### config.mk
export PLATFORM = sky130hd
export DESIGN_NAME = alsu_cmd_feeder
export DESIGN_NICKNAME = d
export VERILOG_FILES = /design/src/rtl/alsu_cmd_feeder.sv
export SDC_FILE = /design/constraint.sdc
export NUM_CORES = 1
export LEC_CHECK = 0
export BUFFER_PORTS_ARGS = -buffer_cell sky130_fd_sc_hd__buf_2
export CORE_MARGIN = 2
export CORE_UTILIZATION = 57
export DETAILED_ROUTE_END_ITERATION = 8
export PLACE_DENSITY = 0.78
export SKIP_LAST_GASP = 1
export SLEW_MARGIN = 15
export SYNTH_ARGS = -nofsm -noshare
export SYNTH_HDL_FRONTEND = slang
export SYNTH_SLANG_ARGS = --single-unit
### constraint.sdc
create_clock -name clk -period 3.4 [get_ports clk]
set_input_delay 0.17 -clock clk [delete_from_list [all_inputs] [get_ports clk]]
set_output_delay 0.17 -clock clk [all_outputs]
set_load 0.01 [all_outputs]
### src/rtl/alsu_cmd_feeder.sv
`default_nettype none
// ============================================================================
// alsu_cmd_feeder: buffers packed ALSU commands and issues each one on
// registered ALSU pins for repeat+1 cycles, flagging ALSU-invalid commands.
// Revision: 1.0
// ============================================================================
module alsu_cmd_feeder #(
  parameter int DEPTH = 4,
  parameter int CNT_W = 8
) (
  input  logic                      clk,
  input  logic                      rst,
  input  logic                      cmd_valid,
  output logic                      cmd_ready,
  input  logic [15:0]               cmd_data,
  input  logic [2:0]                cmd_repeat,
  input  logic                      flush,
  output logic signed [2:0]         A,
  output logic signed [2:0]         B,
  output logic [2:0]                opcode,
  output logic                      cin,
  output logic                      serial_in,
  output logic                      red_op_A,
  output logic                      red_op_B,
  output logic                      bypass_A,
  output logic                      bypass_B,
  output logic                      direction,
  output logic                      issue_valid,
  output logic                      issue_invalid,
  output logic [$clog2(DEPTH):0]    fifo_count,
  output logic [CNT_W-1:0]          issue_cnt,
  output logic [CNT_W-1:0]          invalid_cnt
);

  localparam int             c_aw   = $clog2(DEPTH);
  localparam logic [c_aw:0]  c_full = (c_aw + 1)'(DEPTH);

  typedef enum logic [0:0] {
    S_IDLE  = 1'b0,
    S_ISSUE = 1'b1
  } state_t;

  state_t            r_state;
  logic [2:0]        r_rem;
  logic [18:0]       r_mem [DEPTH];
  logic [c_aw-1:0]   r_wr_ptr;
  logic [c_aw-1:0]   r_rd_ptr;

  logic              w_full;
  logic              w_empty;
  logic              w_push;
  logic              w_pop;
  logic [18:0]       w_head;
  logic [2:0]        w_head_op;
  logic              w_head_invalid;

  assign w_full    = (fifo_count == c_full);
  assign w_empty   = (fifo_count == '0);
  assign cmd_ready = !w_full && !flush;
  assign w_push    = cmd_valid && cmd_ready;

  // A new head is taken whenever the issuer has no cycles left on the current one.
  assign w_pop     = !flush && !w_empty && ((r_state == S_IDLE) || (r_rem == 3'd0));

  assign w_head         = r_mem[r_rd_ptr];
  assign w_head_op      = w_head[15:13];
  assign w_head_invalid = (w_head_op[2] && w_head_op[1]) ||
                          ((w_head[4] || w_head[3]) && (w_head_op > 3'd1));

  always_ff @(posedge clk) begin
    if (w_push) begin
      r_mem[r_wr_ptr] <= {cmd_repeat, cmd_data};
    end
  end

  always_ff @(posedge clk) begin
    if (rst || flush) begin
      r_wr_ptr   <= '0;
      r_rd_ptr   <= '0;
      fifo_count <= '0;
    end else begin
      if (w_push) r_wr_ptr <= r_wr_ptr + c_aw'(1);
      if (w_pop)  r_rd_ptr <= r_rd_ptr + c_aw'(1);
      case ({w_push, w_pop})
        2'b10:   fifo_count <= fifo_count + (c_aw + 1)'(1);
        2'b01:   fifo_count <= fifo_count - (c_aw + 1)'(1);
        default: fifo_count <= fifo_count;
      endcase
    end
  end

  always_ff @(posedge clk) begin
    if (rst || flush) begin
      r_state       <= S_IDLE;
      r_rem         <= 3'd0;
      issue_valid   <= 1'b0;
      issue_invalid <= 1'b0;
      {opcode, A, B, cin, serial_in, red_op_A, red_op_B,
       bypass_A, bypass_B, direction} <= '0;
    end else if (w_pop) begin
      r_state       <= S_ISSUE;
      r_rem         <= w_head[18:16];
      issue_valid   <= 1'b1;
      issue_invalid <= w_head_invalid;
      {opcode, A, B, cin, serial_in, red_op_A, red_op_B,
       bypass_A, bypass_B, direction} <= w_head[15:0];
    end else if (r_rem != 3'd0) begin
      r_rem <= r_rem - 3'd1;
    end else begin
      r_state       <= S_IDLE;
      issue_valid   <= 1'b0;
      issue_invalid <= 1'b0;
      {opcode, A, B, cin, serial_in, red_op_A, red_op_B,
       bypass_A, bypass_B, direction} <= '0;
    end
  end

  // A flush edge leaves both counters untouched, even for the cycle it cuts short.
  always_ff @(posedge clk) begin
    if (rst) begin
      issue_cnt   <= '0;
      invalid_cnt <= '0;
    end else if (issue_valid && !flush) begin
      if (issue_cnt != '1) issue_cnt <= issue_cnt + CNT_W'(1);
      if (issue_invalid && (invalid_cnt != '1)) invalid_cnt <= invalid_cnt + CNT_W'(1);
    end
  end

endmodule
`default_nettype wire
# Yosys cells after proc, flatten, opt, wreduce, memory -nomap -nowiden
# Memory sizes are Yosys's and may differ from the RTL's. A register that Yosys moved wholly into a read port is not among the register bits.
# Index checks and enable logic that the tools add are counted.
[word_totals]
word_cells = 77
memories = 1
input_bits = 23
reg_bits = 44
ram_bits = 76
output_inout_bits = 38
[op_classes]
addsub = 7
n_bitwise = 1
eq_ne = 6
magnitude_cmp = 1
n_reduce_logical = 22
muxes = 21
[memory_table]
columns = ["memory", "depth", "width", "read_ports", "rd_ports_with_merged_regs", "write_ports", "line", "source"]
rows = [
  ["r_mem", 4, 19, 1, 1, 1, "45", "logic [18:0] r_mem [DEPTH];"],
]
[op_table]
columns = ["operator", "n"]
rows = [
  ["3-bit 2-to-1 mux", 6],
  ["8-bit by 1-bit adder with 8-bit output, second input constant", 2],
  ["8-bit != test, second input constant", 2],
  ["1-bit 2-to-1 mux", 12],
  ["1-bit logical AND", 8],
  ["3-bit zero test", 2],
  ["3-bit one-hot mux with 2 select lines", 1],
  ["3-bit by 1-bit subtractor with 3-bit output, second input constant", 2],
  ["2-bit by 1-bit adder with 2-bit output, second input constant", 2],
  ["1-bit logical OR", 4],
  ["2-bit 2-to-1 mux", 2],
  ["2-bit AND reduction", 2],
  ["2-bit nonzero test", 2],
  ["3-bit by 1-bit adder with 3-bit output, second input constant", 1],
  ["3-bit equality test, second input constant", 1],
  ["3-bit by 1-bit greater-than comparator with 1-bit output, second input constant", 1],
  ["1-bit zero test", 3],
  ["3-bit nonzero test", 1],
  ["2-bit by 1-bit equality test with 1-bit output, second input constant", 1],
  ["2-bit equality test, second input constant", 1],
  ["2-bit != test, second input constant", 1],
  ["1-bit NOT", 1],
]

# Depth between registers and ports, before layout
[logic_depth]
ltp_word = 6
mapped_depth = 11
mapped_depth_nobuf = 10

# Least setup slack after synthesis
# OpenSTA, ideal clock, no wires.
[synth_timing]
path_type = "register to register"
startpoint = "register r_rem[0]"
endpoint = "register fifo_count[2]"
setup_time_ns = 0.070
path_slack_ns = 0.943
arrival_time_ns = 2.387
n_path_buf = 1
path_stages_with_launch = 12
period_less_slack_ns = 2.457
path_cell_list = "dfxtp_1 > inv_1 > ha_1 > nand2b_2 > a211oi_4 > buf_2 > ha_1 > inv_1 > fa_1 > xor2_1 > or3_1 > a21oi_1"
[synth_between]
elab_chain_len = 5
[synth_rtl]
columns = ["element", "line", "source"]
rows = [
  ["start: declaration", "44", "logic [2:0] r_rem;"],
  ["start signal: assignment", "102", "r_rem <= w_head[18:16];"],
  ["start signal: assignment", "108", "r_rem <= r_rem - 3'd1;"],
  ["3-bit zero test (*)", "63", "assign w_pop = !flush && !w_empty && ((r_state == S_IDLE) || (r_rem == 3'd0));"],
  ["1-bit logical OR (*)", "63", ""],
  ["1-bit logical AND (*)", "63", ""],
  ["named net w_pop", "52", "logic w_pop;"],
  ["2-bit by 1-bit equality test with 1-bit output or 2-bit equality test (tied branches)", "84", "case ({w_push, w_pop})"],
  ["3-bit one-hot mux with 2 select lines or 2-bit nonzero test (tied branches)", "--", ""],
  ["end signal: assignment", "85", "2'b10: fifo_count <= fifo_count + (c_aw + 1)'(1);"],
  ["end signal: assignment", "86", "2'b01: fifo_count <= fifo_count - (c_aw + 1)'(1);"],
  ["end signal: assignment", "87", "default: fifo_count <= fifo_count;"],
  ["end: declaration", "30", "output logic [$clog2(DEPTH):0] fifo_count,"],
]
# The timed path passes the listed nets; every way through them passes the cells marked *.
# A chain may end at the register's enable or synchronous reset.

# Final worst setup path
[layout_timing]
startpoint = "register r_rem[0]"
endpoint = "register fifo_count[2]"
[layout_between]
elab_chain_len = 5
[layout_rtl]
columns = ["element", "line"]
rows = [
  ["3-bit zero test (*)", "63"],
  ["1-bit logical OR (*)", "63"],
  ["1-bit logical AND (*)", "63"],
  ["2-bit by 1-bit equality test with 1-bit output or 2-bit equality test (tied branches)", "84"],
  ["3-bit one-hot mux with 2 select lines or 2-bit nonzero test (tied branches)", "--"],
]
# Every way passes the cells marked *; elsewhere a longest branch is shown, timed or not.

==> run summary <==
Cells along the critical path = inv_1 > ha_1 > nand2b_2 > a211oi_4 > ha_1 > inv_1 > fa_1 > xor2_1 > or3_1 > a21oi_1
Min Tclk post-route = 2.33 ns
First-pass iteration count of the detailed router = 5
Max transition margin = 35.9%
Number of synthesized flops with an enable pin = 76
Reg-to-reg endpoint = fifo_count[2]
Mux share of post-synthesis cell area = 9.73%
Largest net degree at the start of global routing = 29
XOR/XNOR share of the synthesized area = 2.55%
Final HPWL DP = 5.58 mm
Most frequent cells in the layout = 76 x edfxtp_1, 60 x buf_2, 46 x dfxtp_1, 39 x nor2_1
Fin crit share = 68.4%
Worst-Margin Slew = 0.961 ns
Critical Path End Type = flop
GPL Wtd Cong = 0.785
Number of port buffers = 60
Post-synthesis adder-cell area fraction = 2.76%
Hold Path Depth = 2
Clock buffer depth = 2
Area grow syn2layout = 23.5%
Critical Path Fanout Max = 6
DRT Wirelength = 9.57 mm
Final instance area = 0.00594 mm^2
Root Driver = clkbuf_8
Fillers = 522
Clk sink count = 122
Syn Inst Count = 319
Worst-Skew Late Latency = 0.51 ns
Fmax = 0.430 GHz
Syn. warnings = 0
Placeable Area = 0.00822 mm^2
Slowest stage delay, CP = 0.37 ns
CP startpoint kind = flop
Seq cells post-synth = 122
Cts bufs inserted = 17
Final Core Density = 72.3%
Crit path DAT = 2.76 ns
Synth area leader = edfxtp_1
Synth Net Count = 352
GRT overflow = 0
CTS tree = yes
Area of the multi-input gates = 0.00147 mm^2
Hold Crit Start = rst
Post-synth cell types = 50
Post-Synth Simple-Gate Area = 7.78%
Die height = 95.9 um
Clock Skews = 0.00841 ns
Pwr dens = 570 mW/mm^2
Antenna violations before repair = 0
Worst path slowest cell = fa_1
Flop-to-flop setup slack = 1.07 ns
Wire per inst = 18.2 um
Hold endpoint = invalid_cnt[5]
Status = complete, no violations
Pins over their slew limit = 0
Final setup vio count = 0
1st-iter DRT viols = 249
Avg Vias per Cell = 5.69
Initial core utilization = 58.5%
Post-CTS Setup Inserts = 0
First-pass GRT wire length = 14.6 mm
Post-route setup TNS = 0 ns
NumNets Final = 442
CTS HTree Levels = 4
Ys flop type = edfxtp_1
Max-cap violation count = 0
Min-delay worst type = in2reg
Hold-fix buffers, CTS = 19
I/O pins = 61
Static leakage = 2.18 nW
Antenna viol nets, final = 0
Sequential cell area = 0.00320 mm^2
Worst r2r src = r_rem[0]
Worst vdd ir = 0.403 mV
Dpl cell area = 0.00520 mm^2
Largest family of logic cells by synthesized area = multiplexers
Hold Fails Final Rpt = 0
N_diodes = 0
Full die area = 0.00919 mm^2
Post_cts resized = 0
Critical Path RT = 3.84 ns
Layout cell share with drive strength beyond 1 = 30.1%
Die Wd = 95.9 um
Sequential share of the synthesized area = 66.6%
Worst-path clk slew = 0.06 ns
Ranking of synthesized cells by area = edfxtp_1 47%, dfxtp_1 19%, mux4_2 8.9%
DR vias = 3000
Total GRT Usage = 22.3%
Top cell type's share of synthesized area = 47.5%
Synth Area in Compound Gates = 7.70%
Mean Syn Cell Area = 15.1 um^2
Unrepaired setup endpoints after global routing = false
DRC = 0
Row count = 33
Netlist Area Pre-Place = 0.00481 mm^2
Reg2reg path depth = 10
Most common cell after layout, fill and taps aside = edfxtp_1
Crit path kind = reg2reg
Vias in the first global route = 2981
Synth async-reset ratio = 0%
==> cells in the mapped netlist (all sizes together), types with 2 or more instances <==
cell type,number
a211oi,2
a21oi,9
a22oi,17
and2,5
and3,3
buf,12
clkbuf,3
dfxtp,46
edfxtp,76
ha,9
inv,13
mux2i,4
mux4,19
nand2,4
nand3,3
nand3b,2
nand4,6
nor2,39
nor3,3
o211ai,5
o21ai,3
or2,2
xnor2,3
xor2,11
==> power breakdown <==
group	switching (mW)	internal, mW
sequential	0.00992	1.59
combinational	0.0958	0.0655
clock	0.700	0.921
==> how the worst max path moves through the flow <==
stage	to	from	slack [ns]
4_1_cts	fifo_count[2]	r_rem[0]	1.08
3_3_place_gp	fifo_count[2]	r_rem[0]	1.18
2_1_floorplan	fifo_count[2]	r_rem[0]	0.94
6_report	fifo_count[2]	r_rem[0]	1.07
5_1_grt	fifo_count[2]	r_rem[0]	0.90
3_5_place_dp	fifo_count[2]	r_rem[0]	1.10
==> registers in the layout, summed over array words and instances (netlist names), named ones only <==
signal / cells
r_state: 1
r_wr_ptr: 2
r_rem: 3
direction: 1
B: 3
A: 3
serial_in: 1
bypass_A: 1
r_mem: 76
red_op_B: 1
bypass_B: 1
fifo_count: 3
issue_invalid: 1
opcode: 3
r_rd_ptr: 2
issue_cnt: 8
red_op_A: 1
invalid_cnt: 8
cin: 1
==> final cells by class <==
type	instances	area share, %
Sequential cell	122	53.9
Multi-Input combinational cell	169	24.7
Timing Repair Buffer	86	9.14
Clock buffer	17	6.97
Tap cell	105	2.21
Clock inverter	15	2.19
Inverter	13	0.822
==> through the flow <==
step / cells / power [mW] / setup WS, ns / hold WS, ns
after global routing: 527 / 3.49 / 0.904 / 0.0272
after CTS: 527 / 3.40 / 1.08 / 0.0114
after global placement: 476 / 1.77 / 1.18 / 0.385
after detailed placement: 476 / 1.78 / 1.10 / 0.386
final: 527 / 3.38 / 1.07 / 0.0339
after floorplan: 319 / 1.73 / 0.943 / 0.269
==> logic make-up (layout without fill, tap and decap cells) <==
group | Yosys count | after routing
flip-flops | 122 | 122
AND/OR/NAND/NOR | 73 | 73
AO/OA/AOI/OAI | 49 | 49
buffers and inverters | 28 | 131
multiplexers | 23 | 23
XOR/XNOR | 14 | 14
adder cells (fa/ha/maj) | 10 | 10
==> critical path, delay by kind of cell (launching register included) <==
kind / cells / cell delay (ns)
xor+xnor: 1 / 0.16
simple gates: 2 / 0.43
flops: 1 / 0.32
fa+ha+maj: 3 / 0.76
compound gates: 2 / 0.42
buf+inv: 2 / 0.18
==> routing by layer <==
| layer | part of all wire [%] | GRT usage [%] | up-vias | wire length, um |
|---|---|---|---|---|
| li1 | - | - | 1394 | - |
| met1 | 42 | 25.6 | 1501 | 4000 |
| met2 | 52 | 39.9 | 94 | 5000 |
| met3 | 4.6 | 6.97 | 11 | 443 |
| met4 | 1.3 | 7.14 | 0 | 127 |
| met5 | 0 | 0 | - | 0 |
Power figures use the tool's default switching activity.
